[src/rtl/mem_port_arbiter.sv]
// -----------------------------------------------------------------------------
// mem_port_arbiter
//
// Arbitrates one single-ported word memory between an instruction-fetch port
// and a data (load/store) port. Exactly one access is in flight at a time;
// the FSM walks IDLE -> ACCESS -> IDLE. The data port has priority over fetch.
//
// Timing (grant at rising edge N):
//   edge N          : winner's gnt, mem_en, mem_we and mem_addr/mem_wdata go out
//   edge N+MEM_LAT  : mem_rdata captured into rdata (loads and fetches only),
//                     winner's valid pulses, FSM returns to IDLE
//   edge N+MEM_LAT+1: earliest next grant
//
// Optional build feature (macro MEM_ARB_STARVE_GUARD_EN):
//   Adds parameter STARVE_MAX and a counter of consecutive IDLE arbitrations
//   that a pending fetch lost to the data port. Once the counter reaches
//   STARVE_MAX, the next arbitration goes to fetch. The counter clears on a
//   fetch grant or on any arbitration taken while if_req is low. Without the
//   macro the priority is strictly data over fetch.
//
// Parameters:
//   AW          memory word-address width
//   DW          data word width
//   MEM_LAT     memory read latency in cycles, legal range 1..4
//   STARVE_MAX  (guard build only) data wins tolerated before fetch is forced
//
// Ports:
//   clk1, rst_n                 clock, asynchronous active-low reset
//   if_req, if_addr             fetch request (held until if_gnt) and address
//   if_gnt, if_valid            fetch accepted / fetched word on rdata
//   d_req, d_we, d_addr, d_wdata data request (held until d_gnt), store flag,
//                               address and store data
//   d_gnt, d_valid              data accepted / load data on rdata or store done
//   rdata                       read data for whichever port pulses valid
//   mem_en, mem_we              one-cycle access strobe and its write enable
//   mem_addr, mem_wdata         access address / store data, held per access
//   mem_rdata                   memory read data, sampled MEM_LAT edges on
//   busy                        high while an access is in flight
// -----------------------------------------------------------------------------
module mem_port_arbiter #(
  parameter int AW      = 10,
  parameter int DW      = 32,
  parameter int MEM_LAT = 1
`ifdef MEM_ARB_STARVE_GUARD_EN
  ,
  parameter int STARVE_MAX = 4
`endif
) (
  input  logic          clk1,
  input  logic          rst_n,
  // fetch port
  input  logic          if_req,
  input  logic [AW-1:0] if_addr,
  output logic          if_gnt,
  output logic          if_valid,
  // data port
  input  logic          d_req,
  input  logic          d_we,
  input  logic [AW-1:0] d_addr,
  input  logic [DW-1:0] d_wdata,
  output logic          d_gnt,
  output logic          d_valid,
  // shared read return
  output logic [DW-1:0] rdata,
  // memory side
  output logic          mem_en,
  output logic          mem_we,
  output logic [AW-1:0] mem_addr,
  output logic [DW-1:0] mem_wdata,
  input  logic [DW-1:0] mem_rdata,
  // status
  output logic          busy
);

  // The latency counter only has to reach MEM_LAT-1, at most 3.
  localparam int              CW       = 2;
  localparam logic [CW-1:0]   LAST_CNT = CW'(MEM_LAT - 1);

  typedef enum logic {
    IDLE   = 1'b0,
    ACCESS = 1'b1
  } state_t;

  state_t        state;
  logic [CW-1:0] cnt;
  logic          acc_data;   // access in flight belongs to the data port
  logic          acc_store;  // access in flight is a store: rdata untouched
  logic          any_req;
  logic          grant_data; // arbitration outcome, meaningful only in IDLE

  assign any_req = if_req | d_req;

`ifdef MEM_ARB_STARVE_GUARD_EN
  // Wide enough to hold STARVE_MAX itself; the +2 keeps the width >= 1.
  localparam int SW = $clog2(STARVE_MAX + 2);

  logic [SW-1:0] starve_cnt;
  logic          starved;

  assign starved = (starve_cnt >= SW'(STARVE_MAX));

  // A starved fetch overrides the data port for exactly one arbitration.
  assign grant_data = d_req & ~(if_req & starved);

  // Only IDLE arbitrations count. A lost fetch bumps the counter; a fetch
  // grant or an arbitration without a pending fetch clears it. Saturation is
  // implicit: once starved with if_req high, fetch wins and the count clears.
  always_ff @(posedge clk1 or negedge rst_n) begin
    if (!rst_n) begin
      starve_cnt <= '0;
    end else if (state == IDLE && any_req) begin
      if (if_req && grant_data) begin
        starve_cnt <= starve_cnt + SW'(1);
      end else begin
        starve_cnt <= '0;
      end
    end
  end
`else
  assign grant_data = d_req;
`endif

  // ---------------------------------------------------------------------------
  // Main FSM with registered outputs.
  // ---------------------------------------------------------------------------
  // NOTE: every register here is clocked state, so it takes non-blocking
  // assignments; blocking ones would let later statements in this block see
  // next-cycle values and break the register semantics.
  always_ff @(posedge clk1 or negedge rst_n) begin
    if (!rst_n) begin
      // NOTE: the block holds no storage array, so every register, datapath
      // included, gets a defined reset value at no real cost.
      state     <= IDLE;
      cnt       <= '0;
      acc_data  <= 1'b0;
      acc_store <= 1'b0;
      if_gnt    <= 1'b0;
      if_valid  <= 1'b0;
      d_gnt     <= 1'b0;
      d_valid   <= 1'b0;
      mem_en    <= 1'b0;
      mem_we    <= 1'b0;
      mem_addr  <= '0;
      mem_wdata <= '0;
      rdata     <= '0;
      busy      <= 1'b0;
    end else begin
      // NOTE: pulse outputs default low each cycle and are raised only on the
      // edge that owns them, which keeps each strobe exactly one cycle wide.
      if_gnt   <= 1'b0;
      d_gnt    <= 1'b0;
      if_valid <= 1'b0;
      d_valid  <= 1'b0;
      mem_en   <= 1'b0;
      mem_we   <= 1'b0;

      unique case (state)
        IDLE: begin
          if (any_req) begin
            state  <= ACCESS;
            busy   <= 1'b1;
            cnt    <= '0;
            mem_en <= 1'b1;
            if (grant_data) begin
              d_gnt     <= 1'b1;
              mem_we    <= d_we;
              mem_addr  <= d_addr;
              mem_wdata <= d_wdata;
              acc_data  <= 1'b1;
              acc_store <= d_we;
            end else begin
              // Fetch is a read; mem_wdata is irrelevant and left alone.
              if_gnt    <= 1'b1;
              mem_addr  <= if_addr;
              acc_data  <= 1'b0;
              acc_store <= 1'b0;
            end
          end
        end

        ACCESS: begin
          if (cnt == LAST_CNT) begin
            state <= IDLE;
            busy  <= 1'b0;
            cnt   <= '0;
            // A store reports completion only; rdata keeps the last load.
            if (!acc_store) begin
              rdata <= mem_rdata;
            end
            if (acc_data) begin
              d_valid <= 1'b1;
            end else begin
              if_valid <= 1'b1;
            end
          end else begin
            cnt <= cnt + CW'(1);
          end
        end

        default: begin
          state <= IDLE;
          busy  <= 1'b0;
        end
      endcase
    end
  end

endmodule

[config.mk]
export PLATFORM = sky130hd
export DESIGN_NAME = mem_port_arbiter
export DESIGN_NICKNAME = d
export VERILOG_FILES = /design/src/rtl/mem_port_arbiter.sv
export SDC_FILE = /design/constraint.sdc
export NUM_CORES = 1
export LEC_CHECK = 0
export CAP_MARGIN = 10
export CORE_MARGIN = 2
export CORE_UTILIZATION = 43
export DETAILED_ROUTE_END_ITERATION = 8
export GPL_TIMING_DRIVEN = 0
export PLACE_DENSITY = 0.85
export SKIP_LAST_GASP = 1
export SLEW_MARGIN = 25
export SYNTH_ARGS = -nofsm -noshare
export SYNTH_HDL_FRONTEND = slang
export SYNTH_SLANG_ARGS = --single-unit
[constraint.sdc]
create_clock -name clk1 -period 2.37 [get_ports clk1]
set_input_delay 0.474 -clock clk1 [delete_from_list [all_inputs] [get_ports clk1]]
set_output_delay 0.474 -clock clk1 [all_outputs]
set_load 0.02 [all_outputs]
==> results.txt <==
The flow ran to the end, and the final reports show no timing, DRC or antenna violations. After detailed routing, the met2 layer carries roughly 4700 um of wire. The largest single stage delay on the critical path is 0.64 ns. The worst hold path class is input pin to asynchronous set/reset pin. The clock tree root buffer cell is sky130_fd_sc_hd__clkbuf_8. The total of buffers placed on input and output ports is 168. The number of cells produced by synthesis is roughly 300. The max-slew violation count is 0. In this run the count of I/O pins placed on the die edge is 170. In the final design database the tool counted 567 nets.

The total number of yosys warnings came out at 0. In the global route stage, overall resource usage came out at 0.2272. The clock period minus worst slack is 1.846 ns. The number of global-route vias before repair was around 3.0k. The worst vdd rail ir drop came out at approximately 0.00068 V.

The post-cts repair resize count is 0. The depth of the CTS H-tree came out at 3. The final hold violation count came out at 0. The number of search-and-repair iterations in the first detailed-routing pass is 4.

The finished cells cover 5517 um^2. The die outline height came out at 93.78 um. The synthesis-to-layout area growth came out at 59.17%. The share of post-route cells with drive strength above 1 came out at 0.1313. The buffer and inverter count on the worst path is 1.

The slew of the pin with the lowest slew margin came out at 0.5240 ns. The total detailed-routing wirelength came out at 9571 um. The number of buffers inserted for hold repair after clock tree synthesis came out at 0. Setup repair after global routing left no endpoint under its margin. The share of the Yosys chip area taken by registers is 0.6209. Across all hold checks on the routed design, the worst slack comes to around 0.016 ns.

The unique cell type count in the Yosys netlist is 27. On the critical path the largest part of the delay comes from buffers and inverters. The post-synth net total is 387.

The met3 layer wire length in the routed design came out at 714 um. The number of antenna violations at the first check in global routing came to 0. The average size of a mapped cell is between 10 and 15 um^2.

The remaining antenna violation count came out at 0. The floorplan row count is 32. Among all flip-flop cells after synthesis, the most frequent one is sky130_fd_sc_hd__dfrtp_1. The met1 wire length came out at roughly 4000 um. The required time of the worst setup path came out at about 1.9 ns. The power density over the cells is 1459 nW/um^2. The routability-driven placement congestion ratio is ~0.74. On the critical path, the stage with the largest delay is an instance of sky130_fd_sc_hd__clkdlybuf4s50_1. The cell area after technology mapping is around 3500 um^2. The reported max-cap violation count came out at 0.

The maximum clock rate is 541.8 MHz. The core region is ~7800 um^2. The reg2reg setup slack came out at 0.71 ns. The clock-pin transition on the worst setup and hold timing paths came out at ~0.08 ns. The critical path is of the flop to primary output type. The total congestion overflow came out at 0. The count of flip-flops with a built-in enable after synthesis is 0.

The data arrival time at the worst-slack endpoint is 1.37 ns. The post-DP HPWL came out at roughly 7000 um. Dividing the detail-routed wire length by the instance count gives 16.45 um. Dividing the detail-routed via count by the number of cells gives 4.735.

The total via count in the routed design is ~2.8k. Synthesis inferred 86 register bits. The layout filler cell count came out at 556. The number of DRC markers after the initial detailed-route iteration is 47. The kind of end point of the critical path is a primary output. The clock arrives with 0.01144 ns of skew.

The worst setup path is launched from a flop. No sink is reached through more buffers than the 2 on the longest clock path. The clock buffer count from CTS is 9. The placed standard-cell area came out at 5304 um^2. The leakage power is approximately 2.6 nW. Measured against its own limit, the worst slew margin works out to 0.6507. The number of antenna diodes in the final layout is 0. TritonCTS built the clock tree. The die outline width came out at 93.78 um. The first-pass GRT wire length came out at approximately 15,000 um. The critical path goes through clkdlybuf4s50_1. The die area came out at a little under 9000 um^2. The remaining design rule violation count is 0. The clock latency of the later-clocked register in the worst-skew pair came out at 0.35 ns.

In the finished design, the share of the clock period the worst path needs comes to 0.7788. Entering global routing, the biggest net connects 49 pins. The number of sinks driven by the clock tree is 86. The effective utilization at floorplan is 0.4462. Routed signal wires occupy layers up through met4.

The share of flip-flops with an asynchronous set or reset after synthesis came out at 1.000. The largest fanout on the critical path came out at 2. The number of buffers inserted to repair setup after CTS is 0. Setup violations remaining at the end of the flow were counted as 0.
cell usage after synthesis (4+ instances only):
| cell | number | area share |
|---|---|---|
| sky130_fd_sc_hd__mux2_4 | 30 | 0.13 |
| sky130_fd_sc_hd__buf_2 | 7 | 0.010 |
| sky130_fd_sc_hd__dfrtp_1 | 86 | 0.62 |
| sky130_fd_sc_hd__o32ai_1 | 5 | 0.013 |
| sky130_fd_sc_hd__nand2_1 | 100 | 0.11 |
| sky130_fd_sc_hd__buf_6 | 4 | 0.013 |
| sky130_fd_sc_hd__clkbuf_1 | 5 | 0.0054 |
| sky130_fd_sc_hd__nor2_1 | 19 | 0.021 |
| sky130_fd_sc_hd__o22ai_1 | 9 | 0.016 |
| sky130_fd_sc_hd__a211oi_1 | 5 | 0.011 |
flip-flops by register name, indices dropped and copies added, names as in the netlist:
name / flops
if_gnt: 1
d_gnt: 1
acc_store: 1
mem_we: 1
cnt: 2
rdata: 32
d_valid: 1
if_valid: 1
busy: 1
mem_wdata: 32
mem_addr: 10
state: 1
mem_en: 1
acc_data: 1
layout make-up:
type,instances,area (um^2),share of cell area
plain buffers,17,106.4,0.01928
clock buffers,11,131.4,0.02381
clock inverters,5,81.33,0.01474
inverters,4,15.01,0.002722
multi-input cells,188,1192,0.2161
flip-flops and latches,86,2152,0.3901
well taps,102,127.6,0.02313
repair buffers,169,1710,0.3100
power by group:
group	switching [mW]	internal [mW]
combinational	2.08	2.27
clock	0.515	0.597
sequential	0.410	2.18
cell families (layout without fill, tap and decap cells):
family | count (synthesis) | count (layout) | share of synthesized area
muxes | 32 | 32 | 0.1365
DFF | 86 | 86 | 0.6209
AOI/OAI and AO/OA | 25 | 25 | 0.05162
and+or+nand+nor | 128 | 128 | 0.1451
buffers and inverters | 21 | 206 | 0.03502
adders and majority gates | 3 | 3 | 0.01083
per-stage QoR:
stage / total power [mW] / setup TNS [ns] / setup slack [ns] / instances / utilization
after global placement: 6.794 / -190.73 / -2.222 / 565 / 0.6791
after detailed placement: 6.966 / 0 / 0.5488 / 566 / 0.6828
after global routing: 8.523 / 0 / 0.4664 / 582 / 0.7102
after floorplan: 5.023 / 0 / 0.8242 / 295 / -
after CTS: 8.143 / 0 / 0.5045 / 582 / 0.7102
final: 8.050 / 0 / 0.5243 / 582 / 0.7102
worst paths after layout:
kind                               startpoint       endpoint  depth (start not counted)
min in group clk1                       d_req         if_gnt                          2
worst max-delay path                rdata[13]      rdata[13]                          1
worst min-delay path                    rst_n      rdata[15]                          1
worst max register to register         cnt[0]      rdata[23]                          7
worst min register to register  mem_wdata[18]  mem_wdata[18]                          2
max in group asynchronous               rst_n       rdata[7]                          2
layout by cell type (no fill, tap or decap), drive strengths merged:
cell type	n
and3	1
inv	5
and2	1
o32ai	5
clkinvlp	1
clkinv	1
clkdlybuf4s50	167
a2bb2oi	1
nand2	101
or2	2
nor2b	1
o31ai	2
a21boi	1
o22ai	9
o21ai	1
nand2b	3
mux2	32
clkbuf	16
nor2	19
ha	3
a211oi	5
buf	14
dfrtp	86
bufinv	2
a21oi	1
routing by layer:
layer  global-route usage  up-vias
met5                    0        -
met4              0.07729        0
met3              0.06581        8
met2               0.3869      111
met1               0.2762     1314
li1                     -     1323
Power figures use the tool's default switching activity.
